## src/rtl/ones_pattern_gen.sv

```systemverilog
// ---------------------------------------------------------------------------
// ones_pattern_gen
//
// Purpose:
//   Given a requested ones count k, emits every W-bit word that contains
//   exactly k ones, in strictly ascending numeric order, one word per
//   valid/ready handshake. Used as an exhaustive stimulus source for popcount
//   logic and weight-constrained codeword consumers.
//
// Parameters:
//   W   pattern width in bits (2..16)
//   CW  width of k; must be able to hold the value W
//   IW  width of pat_idx; must hold C(W,W/2)-1
//
// Ports:
//   clk        in   1   rising-edge clock
//   rst        in   1   synchronous, active-high reset
//   start      in   1   sequence request, sampled only while idle
//   k          in   CW  requested ones count, sampled with start
//   busy       out  1   high while a sequence is in progress
//   pat_valid  out  1   pat holds a valid word
//   pat        out  W   current word, popcount(pat) == k
//   pat_idx    out  IW  0-based index of pat within the sequence
//   pat_ready  in   1   consumer accepts pat when pat_valid && pat_ready
//   done       out  1   one-cycle pulse after the last word is accepted
//   err        out  1   one-cycle pulse when a start with k > W is rejected
// ---------------------------------------------------------------------------
module ones_pattern_gen #(
    parameter int W  = 4,
    parameter int CW = 3,
    parameter int IW = 3
) (
    input  logic          clk,
    input  logic          rst,
    input  logic          start,
    input  logic [CW-1:0] k,
    output logic          busy,
    output logic          pat_valid,
    output logic [W-1:0]  pat,
    output logic [IW-1:0] pat_idx,
    input  logic          pat_ready,
    output logic          done,
    output logic          err
);

    typedef enum logic [0:0] {
        IDLE = 1'b0,
        EMIT = 1'b1
    } state_t;

    state_t       state;
    // Final word of the running sequence, captured at start so the EMIT
    // state only needs an equality compare against pat.
    logic [W-1:0] last_pat;

    // Smallest word with kk ones: the kk low bits set.
    function automatic logic [W-1:0] first_pattern(input logic [CW-1:0] kk);
        logic [W-1:0] r;
        r = '0;
        for (int i = 0; i < W; i++) begin
            if (i < int'(kk)) r[i] = 1'b1;
        end
        return r;
    endfunction

    // Largest word with kk ones: the kk top bits set (zero when kk == 0).
    function automatic logic [W-1:0] last_pattern(input logic [CW-1:0] kk);
        logic [W-1:0] r;
        r = '0;
        for (int i = 0; i < W; i++) begin
            if (i >= W - int'(kk)) r[i] = 1'b1;
        end
        return r;
    endfunction

    // Next larger word with the same popcount. The lowest run of ones
    // (bits lo..hi-1) is found; bit hi is the first zero above it. Bit hi is
    // set, the run is cleared, and the remaining hi-lo-1 ones are packed into
    // the bottom bits. Only called when x is not the last word, so hi < W.
    function automatic logic [W-1:0] next_pattern(input logic [W-1:0] x);
        logic [W-1:0] r;
        int           lo;
        int           hi;
        logic         found_lo;
        logic         found_hi;
        lo       = 0;
        hi       = W;
        found_lo = 1'b0;
        found_hi = 1'b0;
        for (int i = 0; i < W; i++) begin
            if (!found_lo && x[i]) begin
                lo       = i;
                found_lo = 1'b1;
            end
        end
        for (int i = 0; i < W; i++) begin
            if (found_lo && !found_hi && i > lo && !x[i]) begin
                hi       = i;
                found_hi = 1'b1;
            end
        end
        r = x;
        for (int i = 0; i < W; i++) begin
            if (i >= lo && i < hi) r[i] = 1'b0;
            if (i == hi) r[i] = 1'b1;
        end
        for (int i = 0; i < W; i++) begin
            if (i < hi - lo - 1) r[i] = 1'b1;
        end
        return r;
    endfunction

    always_ff @(posedge clk) begin
        if (rst) begin
            state     <= IDLE;
            busy      <= 1'b0;
            pat_valid <= 1'b0;
            pat       <= '0;
            pat_idx   <= '0;
            done      <= 1'b0;
            err       <= 1'b0;
            last_pat  <= '0;
        end else begin
            // done and err are single-cycle pulses.
            done <= 1'b0;
            err  <= 1'b0;
            unique case (state)
                IDLE: begin
                    if (start) begin
                        if (int'(k) <= W) begin
                            state     <= EMIT;
                            busy      <= 1'b1;
                            pat_valid <= 1'b1;
                            pat       <= first_pattern(k);
                            pat_idx   <= '0;
                            last_pat  <= last_pattern(k);
                        end else begin
                            err <= 1'b1;
                        end
                    end
                end
                EMIT: begin
                    // Without a handshake everything holds, which gives the
                    // backpressure behaviour for free.
                    if (pat_ready) begin
                        if (pat == last_pat) begin
                            state     <= IDLE;
                            busy      <= 1'b0;
                            pat_valid <= 1'b0;
                            done      <= 1'b1;
                        end else begin
                            pat     <= next_pattern(pat);
                            pat_idx <= pat_idx + IW'(1);
                        end
                    end
                end
                default: state <= IDLE;
            endcase
        end
    end

endmodule

```

## config.mk

```make
export PLATFORM = sky130hd
export DESIGN_NAME = ones_pattern_gen
export DESIGN_NICKNAME = d
export VERILOG_FILES = /design/src/rtl/ones_pattern_gen.sv
export SDC_FILE = /design/constraint.sdc
export NUM_CORES = 1
export LEC_CHECK = 0
export ABC_AREA = 0
export BUFFER_PORTS_ARGS = -buffer_cell sky130_fd_sc_hd__buf_2
export CAP_MARGIN = 30
export CORE_MARGIN = 1.5
export CORE_UTILIZATION = 49
export DETAILED_ROUTE_END_ITERATION = 10
export HOLD_SLACK_MARGIN = 0.12
export PLACE_DENSITY_LB_ADDON = 0.3
export SYNTH_ARGS = -nofsm -noshare
export SYNTH_HDL_FRONTEND = slang
export SYNTH_SLANG_ARGS = --single-unit
```

## constraint.sdc

```tcl
create_clock -name clk -period 2.2 [get_ports clk]
set_clock_uncertainty 0.15 [all_clocks]
set_input_delay 0.44 -clock clk [delete_from_list [all_inputs] [get_ports clk]]
set_output_delay 0.44 -clock clk [all_outputs]
set_load 0.05 [all_outputs]
```

== Word-level counts from Yosys, hierarchy flattened ==
Index checks and enable logic that the tools add are counted.

* Input port bits: 7
* Word-level logic and storage cells: 185
* Register bits: 15
* Output and inout bits: 11

* Muxes and demuxes: 92
* Order comparisons: 25
* Add/subtract/negate cells: 4
* Equal/unequal tests: 13
* Reduce and logical (&&, ||, !) cells: 38
* Bitwise gates (word level): 3

{| class="wikitable"
|+ Operators by type and width
! kind !! number
|-
| 32-bit 2-to-1 mux || 13
|-
| 3-bit by 32-bit less-than comparator with 1-bit output (first input constant) || 4
|-
| 1-bit 2-to-1 mux || 66
|-
| 3-bit by 32-bit == test with 1-bit output (first input constant) || 2
|-
| 3-bit by 32-bit >= comparator with 1-bit output (first input constant) || 2
|-
| 3-bit by 32-bit greater-than comparator with 1-bit output (first input constant) || 2
|-
| 1-bit by 32-bit less-than comparator with 1-bit output (first input constant) || 2
|-
| 2-bit by 32-bit less-than comparator with 1-bit output (first input constant) || 2
|-
| 2-bit by 32-bit == test with 1-bit output (first input constant) || 1
|-
| 1-bit by 32-bit >= comparator with 1-bit output (first input constant) || 1
|-
| 2-bit by 32-bit >= comparator with 1-bit output (first input constant) || 1
|-
| 1-bit by 32-bit greater-than comparator with 1-bit output (first input constant) || 1
|-
| 2-bit by 32-bit greater-than comparator with 1-bit output (first input constant) || 1
|-
| 32-bit logical NOT || 1
|-
| 32-bit by 2-bit subtractor with 32-bit output (second input constant) || 1
|-
| 32-bit subtractor || 1
|-
| 5-bit AND reduction || 4
|-
| 1-bit logical AND || 18
|-
| 4-bit 2-to-1 mux || 4
|-
| 4-bit by 1-bit != test with 1-bit output (second input constant) || 4
|-
| 3-bit 2-to-1 mux || 5
|-
| 1-bit logical NOT || 10
|-
| 3-bit by 4-bit >= comparator with 1-bit output (first input constant) || 2
|-
| 2-bit != test (second input constant) || 4
|-
| other kinds (16) || 23
|}

== Longest topological paths before layout ==
* Depth after elaboration: 69
* Depth in mapped cells: 12
* Gate-level depth less buffers: 12

== Least setup slack after synthesis ==
No wires, ideal clock.

* Kind: register to register
* Start point: register pat[2]
* End point: register pat[2]
* Arrival time: 2.516 ns
* Setup time: 0.117 ns
* Buffers on the path: 1
* Cell stages (with the launch flop): 13
* Path slack: -0.584 ns
* Clock period less this slack: 2.784 ns
* Required time: 1.933 ns
* Path through: dfxtp_1 -> clkbuf_2 -> nor2_1 -> o21ai_0 -> ha_1 -> inv_1 -> fa_1 -> ha_1 -> nand2b_1 -> a21oi_1 -> o211ai_1 -> o21ai_1 -> a32o_1

* Word-level cells in the longest chain between the ends: 55
* Elaborated cells between the ends (all ways): 77
* Classes of those cells: add/sub (2); order compare (7); eq/ne (4); mux (44); reduce/logical (20)

{| class="wikitable"
|+ Ends and longest elaborated chain
! what !! line !! text
|-
| start, declared || 39 || <nowiki>output logic [W-1:0] pat,</nowiki>
|-
| start signal, assigned || 134 || <nowiki>pat <= first_pattern(k);</nowiki>
|-
| start signal, assigned || 152 || <nowiki>pat <= next_pattern(pat);</nowiki>
|-
| 1-bit logical AND || 91 || <nowiki>if (!found_lo && x[i]) begin</nowiki>
|-
| 1-bit 2-to-1 mux || 91 ||
|-
| 1-bit 2-to-1 mux || 146 || <nowiki>if (pat == last_pat) begin</nowiki>
|-
| 1-bit 2-to-1 mux || 145 || <nowiki>if (pat_ready) begin</nowiki>
|-
| 1-bit 2-to-1 mux || 127 || <nowiki>unique case (state)</nowiki>
|-
| 1-bit 2-to-1 mux || 114 || <nowiki>if (rst) begin</nowiki>
|-
| 1-bit logical NOT || 91 ||
|-
| 1-bit logical AND || 91 ||
|-
| (+39 left out) || -- ||
|-
| 32-bit 2-to-1 mux || 114 ||
|-
| 32-bit subtractor || 108 || <nowiki>if (i < hi - lo - 1) r[i] = 1'b1;</nowiki>
|-
| 32-bit by 2-bit subtractor with 32-bit output || 108 ||
|-
| 3-bit by 32-bit less-than comparator with 1-bit output || 108 ||
|-
| 1-bit 2-to-1 mux || 108 ||
|-
| 4-bit 2-to-1 mux || 146 ||
|-
| 4-bit 2-to-1 mux || 145 ||
|-
| 4-bit one-hot mux with 2 select lines || 127 ||
|}

Parallel ways exist; a longest one is shown, timed or not. The select of a mux whose other input is x is not followed.
A chain may end at the register's enable or synchronous reset.

== Worst setup path in the final report ==
* Start point: register pat[3]
* End point: register pat[2]

* Word-level cells in the longest chain between the ends: 48
* Elaborated cells between the ends (all ways): 69
* Classes of those cells: add/sub (2); order compare (7); eq/ne (4); mux (38); reduce/logical (18)

{| class="wikitable"
|+ Ends and longest elaborated chain
! what !! line !! text
|-
| 1-bit logical AND || 91 ||
|-
| 32-bit 2-to-1 mux || 91 ||
|-
| 32-bit 2-to-1 mux || 146 ||
|-
| 32-bit 2-to-1 mux || 145 ||
|-
| 32-bit 2-to-1 mux || 127 ||
|-
| 32-bit 2-to-1 mux || 114 ||
|-
| 1-bit by 32-bit greater-than comparator with 1-bit output || 97 || <nowiki>if (found_lo && !found_hi && i > lo && !x[i]) begin</nowiki>
|-
| 1-bit logical AND (2 in a row) || 97 ||
|-
| (+31 left out) || -- ||
|-
| 32-bit 2-to-1 mux || 114 ||
|-
| 32-bit subtractor || 108 ||
|-
| 32-bit by 2-bit subtractor with 32-bit output || 108 ||
|-
| 3-bit by 32-bit less-than comparator with 1-bit output || 108 ||
|-
| 1-bit 2-to-1 mux || 108 ||
|-
| 4-bit 2-to-1 mux || 146 ||
|-
| 4-bit 2-to-1 mux || 145 ||
|-
| 4-bit one-hot mux with 2 select lines || 127 ||
|}

Parallel ways exist; a longest one is shown, timed or not. The select of a mux whose other input is x is not followed.

==> impl_results.md <==
* Row count at 16
* Top Ports at 18
* Max clock buf depth at 2
* Placer congestion estimate at 0.808
* Num CTS Buffers at 3
* Vias at 945
* Yosys Warn Count at 0
* Post-synth EDFFs at 0
* Final setup viols at 3
* Vias in the first global route at 960
* Sequential power share at 30.3%
* H-tree depth at 1
* Final period utilization at 104%
* CTS sink count at 15
* Root buffer cell: clkbuf_4
* Final cell count without fillers at 187
* CP max-delay cell: dfxtp_4
* Post-synthesis async set-or-reset flop share at 0%
* Post-synthesis sequential area ratio at 29.1%
* TritonRoute pass-1 iters at 4
* Avg Cell Area, Syn at 8.32 um2
* Worst hold-check path type: in2reg
* Core ar. at 1980 um2
* Die area at 2390 um2
* LEAKAGE at 0.624 nW
* Fmax at 438 MHz
* Synth unique cells at 40
* Final hold vios at 0
* Ys flop type: dfxtp_1
* Max-Cap Viols at 0
* Switching power at 0.000444 W
* Comb power frac at 55.3%
* Routed Antenna Nets at 0
* Starting Density at 52.1%
* Area Overhead vs Synth at 32.1%
* Setup TNS at -0.155 ns
* Critical path class: reg2reg
* DIE HEIGHT at 48.9 um
* Gate Count Post-Synth at 124
* Via/cell ratio at 5.05
* IR drop worst, VDD at 406 uV
* Hold buffers post-CTS at 0
* Wire length per cell at 12.2 um
* Top Family by Delay on Critical Path: adder cells
* Iter 0 DRT Violations at 21
* CP peak stage delay at 0.37 ns
* CTS clk-pin slew, worst paths at 0.08 ns
* Final Slew Violations at 0
* Crit path DAT at 2.32 ns
* Antenna violations before repair at 0
* Pwr dens at 800 nW/um2
* Internal power at 0.000647 W
* Share of layout cells above drive strength 1 at 40.6%
* N_diodes at 0
* WP buf/inv at 2
* Routed wire length at 2280 um
* Core Util, Final at 68.8%
* Gr ovfl total at 0
* Slew headroom at 71.2%
* Worst-path cell chain: inv_4 > nor2_4 > o21ai_1 > ha_2 > inv_2 > fa_2 > ha_4 > nand2b_4 > a21oi_2 > o211ai_1 > o21ai_1 > a32o_1
* Switching share of power at 40.7%
* Most common cell on crit path: o21ai_1
* Post-synthesis instance area at 1030 um2
* Crit. End Element: flip-flop
* Syn Nets at 139
* Die Wd at 48.9 um
* Slew @ Worst Pin at 0.432 ns
* Critical Path RT at 2.23 ns
* Global-route wire length before repair at 4090 um
* Final min period at 2.28 ns
* Status: finished with violations
* Crit path max fanout at 4
* Setup WS post-layout at -0.0836 ns
* Port bufs at 17
* Setup repair after global routing missed its margin: true
* Failing checks: negative setup slack
* Largest net degree at the start of global routing at 20
* Post-DP HPWL at 1720 um
* CTS tree: done
* Remaining DRCs at 0
* Clock share of power at 14.4%
* Fin nets at 176
* Yosys reg bits at 15
* Fin Hold WS at 0.274 ns
* Placed Cells at 178
* Clk Latency, worst-skew pair at 0.28 ns
* GRT Total Usage at 21.6%
* Startpoint Class: flip-flop
==> path summary, 6_finish.rpt <==
check / from / to / slack [ns] / cells after the start
worst max-delay path: pat[3] / pat[2] / -0.08 / 12
worst min-delay path: start / err / 0.27 / 2
worst max register to register: pat[3] / pat[2] / -0.08 / 12
worst min register to register: last_pat[1] / last_pat[1] / 0.36 / 2
==> layout by cell type, fill, tap and decap left out, types with 3 or more instances in the layout <==
master,Yosys,routed
buf_4,1,21
buf_2,0,17
nor2_1,15,14
dfxtp_1,15,11
inv_1,12,9
a21oi_1,8,7
nand2_1,7,6
nor3_1,5,5
ha_1,7,5
o21ai_1,2,4
nor2b_1,5,4
xor2_1,4,4
nand3_1,3,3
clkbuf_4,0,3
dfxtp_4,0,3
==> Yosys cell counts (all sizes together), types with 3 or more instances <==
cell	n	area share, %
a21oi	10	6.3
clkbuf	4	1.6
dfxtp	15	29
ha	7	8.5
inv	12	4.4
nand2	7	2.5
nand2b	3	1.8
nand3	3	1.5
nor2	15	5.5
nor2b	5	3.0
nor3	5	2.4
o21ai	7	3.8
xor2	4	3.4
==> worst register-to-register path: cells and delay by family, from the launching register on <==
family                     cells  cell delay [ns]
and+or+nand+nor                2             0.10
DFF                            1             0.37
buffers and inverters          2             0.10
AOI/OAI and AO/OA              5             0.68
adders and majority gates      3             0.78
==> per-stage QoR <==
step	power [W]	instance area, um2	setup slack [ns]
6_report	0.00109	1360	-0.0836
3_5_place_dp	0.000861	1270	-0.170
5_1_grt	0.00118	1360	-0.205
2_1_floorplan	0.000731	1080	-0.242
4_1_cts	0.00107	1330	-0.0898
3_3_place_gp	0.000842	1270	-0.0708
==> state kept, by name, summed over array words and instances, names as in the netlist <==
name	count
state	1
pat	4
pat_valid	1
done	1
pat_idx	3
err	1
last_pat	4
==> final cells by class <==
class / instances / area, um2
multi-input combinational: 91 / 701
sequential: 15 / 313
tap: 27 / 33.8
timing repair buffer: 38 / 243
inverter: 12 / 47.5
clock buffer: 4 / 26.3
fill: 160 / 618
==> cells by family (layout without fill, tap and decap cells) <==
kind of cell	after synthesis	count (layout)	share of synthesized area (%)
adder cells (fa/ha/maj)	8	8	10.4
AO/OA/AOI/OAI	30	30	21.5
XOR/XNOR	5	5	4.24
buffers and inverters	18	54	7.76
AND/OR/NAND/NOR	46	46	25.1
flip-flops	15	15	29.1
multiplexers	2	2	1.94
==> repair_timing <==
item	4_1_cts	5_1_grt
buffers inserted	3	2
gates resized for setup	5	6
pin swaps	9	4
endpoints found under the setup margin	4	4
==> power by group through the flow <==
stage / Clock [W] / Combinational (W) / Sequential [W]
after floorplan: 0 / 0.000354 / 0.000377
after global placement: 0 / 0.000511 / 0.000331
after detailed placement: 0 / 0.000527 / 0.000334
after CTS: 0.000161 / 0.000583 / 0.000328
after global routing: 0.000170 / 0.000675 / 0.000335
final: 0.000157 / 0.000604 / 0.000331
==> routing by layer <==
metal  global-route usage, %  wire length [um]
met1                    28.5              1060
met2                    36.5              1070
met3                    5.52               134
met4                    2.86                10
met5                       0                 0
Power figures use the tool's default switching activity.
